**src/rtl/vga_sync_gen.sv**
```systemverilog
// 640x480@60 timing generator: pixel coordinates, sync pulses, blanking and frame strobes.
// Define VGA_SYNC_GAME_TICK_EN to build the frame counter that drives game_tick.
module vga_sync_gen #(
    parameter int H_ACTIVE    = 640,
    parameter int H_FP        = 16,
    parameter int H_SYNC      = 96,
    parameter int H_BP        = 48,
    parameter int V_ACTIVE    = 480,
    parameter int V_FP        = 10,
    parameter int V_SYNC      = 2,
    parameter int V_BP        = 33,
    parameter bit SYNC_POL    = 1'b0,
    parameter int TICK_FRAMES = 15
) (
    input  logic       clk25,
    input  logic       rst,
    output logic [9:0] x,
    output logic [9:0] y,
    output logic       hsync,
    output logic       vsync,
    output logic       video_on,
    output logic       frame_end,
    output logic       game_tick
);

    localparam int H_TOTAL = H_ACTIVE + H_FP + H_SYNC + H_BP;
    localparam int V_TOTAL = V_ACTIVE + V_FP + V_SYNC + V_BP;

    localparam logic [9:0] H_LAST   = 10'(H_TOTAL - 1);
    localparam logic [9:0] V_LAST   = 10'(V_TOTAL - 1);
    localparam logic [9:0] H_ACT    = 10'(H_ACTIVE);
    localparam logic [9:0] V_ACT    = 10'(V_ACTIVE);
    localparam logic [9:0] HS_START = 10'(H_ACTIVE + H_FP);
    localparam logic [9:0] HS_END   = 10'(H_ACTIVE + H_FP + H_SYNC);
    localparam logic [9:0] VS_START = 10'(V_ACTIVE + V_FP);
    localparam logic [9:0] VS_END   = 10'(V_ACTIVE + V_FP + V_SYNC);

    if (TICK_FRAMES < 1) begin : g_bad_tick_frames
        $error("TICK_FRAMES must be >= 1");
    end

    logic [9:0] x_nxt;
    logic [9:0] y_nxt;
    logic       frame_end_nxt;

    always_comb begin
        x_nxt = x + 10'd1;
        y_nxt = y;
        if (x == H_LAST) begin
            x_nxt = 10'd0;
            y_nxt = (y == V_LAST) ? 10'd0 : y + 10'd1;
        end
        frame_end_nxt = (x_nxt == H_LAST) && (y_nxt == V_LAST);
    end

    // Decoding from the next-state counters keeps every strobe aligned with the x/y it describes.
    always_ff @(posedge clk25) begin
        if (rst) begin
            x         <= 10'd0;
            y         <= 10'd0;
            hsync     <= ~SYNC_POL;
            vsync     <= ~SYNC_POL;
            video_on  <= 1'b1;
            frame_end <= 1'b0;
        end else begin
            x         <= x_nxt;
            y         <= y_nxt;
            hsync     <= ((x_nxt >= HS_START) && (x_nxt < HS_END)) ? SYNC_POL : ~SYNC_POL;
            vsync     <= ((y_nxt >= VS_START) && (y_nxt < VS_END)) ? SYNC_POL : ~SYNC_POL;
            video_on  <= (x_nxt < H_ACT) && (y_nxt < V_ACT);
            frame_end <= frame_end_nxt;
        end
    end

`ifdef VGA_SYNC_GAME_TICK_EN
    localparam int CW = $clog2(TICK_FRAMES + 1);
    localparam logic [CW-1:0] TICK_LAST = CW'(TICK_FRAMES - 1);

    logic [CW-1:0] frame_cnt;

    // Tick fires on the same edge that raises frame_end for the TICK_FRAMES-th frame.
    always_ff @(posedge clk25) begin
        if (rst) begin
            frame_cnt <= '0;
            game_tick <= 1'b0;
        end else if (frame_end_nxt) begin
            if (frame_cnt == TICK_LAST) begin
                frame_cnt <= '0;
                game_tick <= 1'b1;
            end else begin
                frame_cnt <= frame_cnt + 1'b1;
                game_tick <= 1'b0;
            end
        end else begin
            game_tick <= 1'b0;
        end
    end
`else
    assign game_tick = 1'b0;
`endif

endmodule
```
**config.mk**
```make
export PLATFORM = sky130hd
export DESIGN_NAME = vga_sync_gen
export DESIGN_NICKNAME = d
export VERILOG_FILES = /design/src/rtl/vga_sync_gen.sv
export SDC_FILE = /design/constraint.sdc
export NUM_CORES = 1
export LEC_CHECK = 0
export ABC_AREA = 1
export CAP_MARGIN = 10
export CORE_ASPECT_RATIO = 2
export CORE_MARGIN = 1
export CORE_UTILIZATION = 35
export DETAILED_ROUTE_END_ITERATION = 12
export GPL_TIMING_DRIVEN = 0
export HOLD_SLACK_MARGIN = 0.02
export MAX_ROUTING_LAYER = met4
export PLACE_DENSITY = 0.61
export SLEW_MARGIN = 5
export SYNTH_ARGS = -nofsm -noshare
export SYNTH_HDL_FRONTEND = slang
export SYNTH_SLANG_ARGS = --single-unit
```
**constraint.sdc**
```tcl
create_clock -name clk25 -period 2.3 [get_ports clk25]
set_input_delay 0.46 -clock clk25 [delete_from_list [all_inputs] [get_ports clk25]]
set_output_delay 0.46 -clock clk25 [all_outputs]
set_load 0.03 [all_outputs]
```
==> flow_metrics.py, run 1 <==
metrics = {
    "detailed_routing": {
        "routed_wl_microns": 3510,
        "viasPerCell": 4.80,
        "top_layer_used": "met4",
        "drc": 0,
        "wl_met1_microns": 1260,
        "final_antenna_net_count": 0,
        "vias": 1405,
        "drtIter0Drc": 21,
        "wl_met3_microns": 57,
        "wire_per_inst_microns": 12.0,
        "wl_met2_microns": 2070,
        "dr.pass1.iters": 4,
    },
    "clock_network": {
        "cts_made_buffers": 3,
        "root_buffer": "clkbuf_8",
        "cts_resized": 0,
        "cts_hold_buf": 0,
        "cts_sinks": 24,
        "cts_tree": "yes",
        "clock_path_buffers": 2,
        "clk_latency_ps": 260,
        "htree_levels": 1,
        "post_cts_buffers": 0,
        "cts.clk_slew.worst_paths_ps": 90,
    },
    "global_route": {
        "grt_max_degree": 15,
        "grt-ovfl-total": 0,
        "grt_pass1_vias": 1343,
        "grt_pass1_wl_microns": 5870,
        "antenna_found_initial": 0,
        "track_usage_pct": 19.0,
    },
    "sta": {
        "drv_slew": 0,
        "fin_crit_sh_pct": 86.9,
        "clock_skew_ps": 2.89,
        "slew_headroom_pct": 62.4,
        "min_period_ps": 2000,
        "max_freq_ghz": 0.500,
        "rsz0062_at_grt": "false",
        "finalHoldViolations": 0,
        "worstMarginPinSlew_ps": 564,
        "setup_violations": 0,
        "finalSetupTns_ps": 0,
    },
    "finish": {
        "final_cells": 293,
        "fin_nets": 249,
        "final_area_sq_mm": 0.00181,
        "final_layout_size_suffix_gt1_share_pct": 9.92,
        "area_growth_pct": 26.1,
        "fillers": 438,
        "post-route-util_pct": 46.7,
        "layout_commonest_cell": "nand2_1",
        "antenna_cells": 0,
        "final_cell_mix": "59 x nand2_1, 32 x nor2_1, 26 x inv_1",
    },
    "logic_synthesis": {
        "syn_area_sq_mm": 0.00144,
        "synth_area_per_cell_sq_um": 6.72,
        "yosysWarnings": 0,
        "yosysTopAreaCell": "dfxtp_1",
        "synth_top_area_share_pct": 33.4,
        "syn_nets": 220,
        "synth_cell_types": 30,
        "synth.ff_latch_count": 24,
        "synthCells": 214,
        "seq_area_frac_synth_pct": 33.4,
        "yosys-top-cells-area": "dfxtp_1 33%, nand2_1 15%, nor2_1 8.4%",
    },
    "floorplanning": {
        "design.die.area_sq_mm": 0.00438,
        "dieWidth_microns": 47.3,
        "rows": 32,
        "core_sq_mm": 0.00388,
        "die_y_microns": 92.6,
        "ios": 27,
        "initial_core_util_pct": 37.0,
    },
    "worst_setup_path": {
        "critPathKind": "reg -> out",
        "slowest_stage": "clkdlybuf4s50_1",
        "crit_required_ps": 1840,
        "cp_top_family": "buffers and inverters",
        "cp_max_fo": 9,
        "path_buf_inv": 1,
        "cp_cell_sequence": "clkdlybuf4s50_1",
        "critPathMaxStageDelay_ps": 740,
        "cp.arrival_ps": 1540,
        "cp-end-kind": "output port",
        "startpoint_type": "flip-flop",
    },
    "placement": {
        "gp_congestion": 0.863,
        "numPortBuffers": 24,
        "dpl-instance-area_sq_mm": 0.00174,
        "placed_cells_incl_taps": 289,
        "hpwlAfterDp_microns": 2840,
    },
    "power": {
        "finalPower_uw": 835,
        "power.density_mw_per_mm2": 461,
        "vdd_drop_max_mv": 0.244,
        "p_leak_uw": 0.000847,
    },
    "hold_path": {
        "worstHoldPathType": "reg -> reg",
    },
    "flow_run": {
        "maxCapViolCount": 0,
    },
    "status": {
        "status": "completed",
    },
}
-- metrics by stage --
step | worst slack [ps] | hold slack, ps
final | 302 | 491
after floorplan | 367 | 574
after detailed placement | 304 | 472
after CTS | 280 | 493
after global placement | 320 | 467
after global routing | 31.1 | 572
-- cells in the mapped netlist, drive strengths merged --
master	number
o21ai	7
ha	4
nand2	63
dfxtp	24
and2	1
a21oi	4
nor3	4
buf	2
inv	28
o21bai	1
conb	1
nor2	37
nand4	9
or3	1
xor2	3
clkbuf	2
a31oi	1
or2	1
nand3	21
-- worst register-to-register path, cell delays in order, from the launching register on --
cell and delay (ps):
dfxtp_1 530, ha_1 290, inv_1 80, nor2_1 290, nand3_1 120, nand2_1 80, nor2_1 40, a21oi_1 240
nand3_1 130, nor3_2 110
-- state kept, by name, indices dropped and copies added (netlist names) --
| signal | flops |
|---|---|
| x | 10 |
| hsync | 1 |
| frame_end | 1 |
| vsync | 1 |
| video_on | 1 |
| y | 10 |
-- kinds of logic after synthesis --
group	after synthesis	synth area share (%)
AOI/OAI and AO/OA	13	5.05
xor gates and xnor gates	3	1.83
adders and majority gates	4	3.48
buffers and inverters	32	9.14
DFF	24	33.4
other	1	0.261
and+or+nand+nor	137	46.8
-- cell type report --
type                    count  area, sq um  share of cell area (%)
repair buffers             24          240                    13.3
plain buffers               4         26.3                    1.45
inverters                  28          105                    5.80
multi-input cells         158          826                    45.5
clock buffers               3         41.3                    2.28
clock inverters             1         30.0                    1.66
well taps                  51         63.8                    3.52
flip-flops and latches     24          480                    26.5
-- routing by layer --
metal / vias to the layer above / GRT usage (%)
met5: - / -
met4: 0 / 7.86
met3: 10 / 2.53
met2: 21 / 33.7
met1: 639 / 19.2
li1: 735 / -
-- where the power goes --
group          total (uW)  internal, uW  switching (uW)
registers             425           420            5.54
clock network         370           233             137
logic                39.9          14.2            25.7
total                 835           666             169
-- worst paths after layout --
| path | slack (ps) | startpoint | cells past startpoint | to |
|---|---|---|---|---|
| min reg2reg | 490 | x[0]$_SDFF_PP0_ | 1 | x[0]$_SDFF_PP0_ |
| max reg2reg | 320 | y[0]$_SDFF_PP0_ | 9 | frame_end$_SDFF_PP0_ |
| min | 490 | x[0]$_SDFF_PP0_ | 1 | x[0]$_SDFF_PP0_ |
| max | 300 | y[0]$_SDFF_PP0_ | 1 | y[0] |
Power figures use the tool's default switching activity.
==> inputs of run 2 (changes only) <==
CORE_MARGIN = 2   (was 1)
==> run 2 against run 1 <==
Non-clock buffer count is the same. Critical path type unchanged. Total power up 0.94%. Maximum frequency down 1.4%. Combinational power hardly changed.
==> flow_metrics.py, run 2 (synthesis gave the netlist of run 1 again) <==
metrics = {
    "sta": {
        "min_period_ps": 2030,
        "slew_headroom_pct": 64.3,
        "max_freq_ghz": 0.493,
        "worst_slack_ps": 273,
        "worstMarginPinSlew_ps": 536,
        "setup_violations": 0,
        "fin_crit_sh_pct": 88.1,
        "drv_slew": 0,
        "clock_skew_ps": 3.18,
        "rsz0062_at_grt": "false",
        "finalSetupTns_ps": 0,
        "fin_hold_ws_ps": 496,
        "finalHoldViolations": 0,
    },
    "worst_setup_path": {
        "startpoint": "y[0]$_SDFF_PP0_",
        "cp-end-kind": "output port",
        "cp_top_family": "buffers and inverters",
        "r2r-start": "y[0]$_SDFF_PP0_",
        "critPathKind": "reg -> out",
        "critPathMaxStageDelay_ps": 750,
        "cp_max_fo": 9,
        "path_buf_inv": 1,
        "slowest_stage": "clkdlybuf4s50_1",
        "startpoint_type": "flip-flop",
        "cp.arrival_ps": 1570,
        "crit_required_ps": 1840,
        "cp_cell_sequence": "clkdlybuf4s50_1",
    },
    "clock_network": {
        "post_cts_buffers": 0,
        "cts_resized": 0,
        "cts_made_buffers": 3,
        "clk_latency_ps": 270,
        "cts_sinks": 24,
        "clock_path_buffers": 2,
        "cts_tree": "yes",
        "cts_hold_buf": 0,
        "root_buffer": "clkbuf_8",
        "cts.clk_slew.worst_paths_ps": 90,
        "htree_levels": 1,
    },
    "placement": {
        "gp_congestion": 0.905,
        "place_ws_ps": 333,
        "dpl-instance-area_sq_mm": 0.00174,
        "hpwlAfterDp_microns": 2530,
        "numPortBuffers": 24,
        "placed_cells_incl_taps": 290,
    },
    "finish": {
        "fin_nets": 249,
        "final_cells": 294,
        "layout_commonest_cell": "nand2_1",
        "fillers": 425,
        "final_layout_size_suffix_gt1_share_pct": 9.92,
        "final_area_sq_mm": 0.00181,
        "antenna_cells": 0,
        "area_growth_pct": 26.2,
        "final_cell_mix": "59 x nand2_1, 32 x nor2_1, 26 x inv_1",
        "largestRegisters": "x x10, y x10",
    },
    "global_route": {
        "grt-busiest-layer": "met2",
        "antenna_found_initial": 0,
        "grt_pass1_vias": 1307,
        "grt_pass1_wl_microns": 5600,
        "track_usage_pct": 15.4,
        "met2_usage_pct": 26.6,
        "grtUsageMet1_pct": 18.0,
        "grt-ovfl-total": 0,
        "met3_usage_pct": 1.58,
        "grt_max_degree": 15,
    },
    "floorplanning": {
        "ios": 27,
        "design.die.area_sq_mm": 0.00467,
        "core_sq_mm": 0.00401,
        "die_y_microns": 94.6,
        "dieWidth_microns": 49.3,
        "initial_core_util_pct": 35.9,
        "rows": 33,
    },
    "power": {
        "power.density_mw_per_mm2": 465,
        "p_leak_uw": 0.000847,
        "vdd_drop_max_mv": 0.427,
    },
    "detailed_routing": {
        "routed_wl_microns": 3310,
        "drc": 0,
        "drtIter0Drc": 29,
        "final_antenna_net_count": 0,
        "dr.pass1.iters": 4,
        "viasPerCell": 4.84,
        "vias": 1424,
        "wire_per_inst_microns": 11.3,
    },
    "hold_path": {
        "hold_start": "x[0]$_SDFF_PP0_",
        "worstHoldPathType": "reg -> reg",
    },
    "flow_run": {
        "maxCapViolCount": 0,
    },
    "status": {
        "status": "completed",
    },
}
[run 2: final timing paths]
kind                                             end  slack [ps]  cells after the start
worst max-delay path                            y[0]         270                      1
worst min-delay path                 x[0]$_SDFF_PP0_         500                      1
worst max register to register  frame_end$_SDFF_PP0_         320                      9
worst min register to register       x[0]$_SDFF_PP0_         500                      1
[run 2: metal layers]
metal	vias to the layer above	wire length [microns]
met4	0	64
li1	740	-
met1	647	1490
met5	-	0
met2	31	1660
met3	6	95
[run 2: report_power, final]
group	switching, uW	leakage, uW	internal (uW)
clock network	145	0.0000357	233
registers	5.76	0.000194	420
logic	25.4	0.000617	14.3
[run 2: stage by stage]
step | power [uW] | utilization, %
final | 843 | 45.3
after global routing | 873 | 45.3
after CTS | 851 | 45.3
after detailed placement | 475 | 43.5
after global placement | 474 | 43.5
after floorplan | 461 | -
[run 2: layout make-up]
class | count | area [sq um] | share of cell area (%)
flip-flops and latches | 24 | 480 | 26.5
repair buffers | 24 | 240 | 13.2
clock inverters | 1 | 30.0 | 1.66
inverters | 28 | 105 | 5.79
well taps | 52 | 65.1 | 3.59
clock buffers | 3 | 41.3 | 2.28
plain buffers | 4 | 26.3 | 1.45
multi-input cells | 158 | 826 | 45.5
==> inputs of run 3 (changes only) <==
CTS_CLUSTER_SIZE = 10   (was unset)
clock period = 2.6 ns   (was 2.3 ns; I/O delays follow)
==> results of run 3 <==
Same layout as run 2 (identical final DEF). Status: completed.
Main changes from that run: setup slack after placement 333 ps -> 633 ps; setup slack after layout 273 ps -> 513 ps; register-to-register setup slack 320 ps -> 620 ps; total power 843 uW -> 746 uW; worst IR drop on VDD 0.427 mV -> 0.378 mV
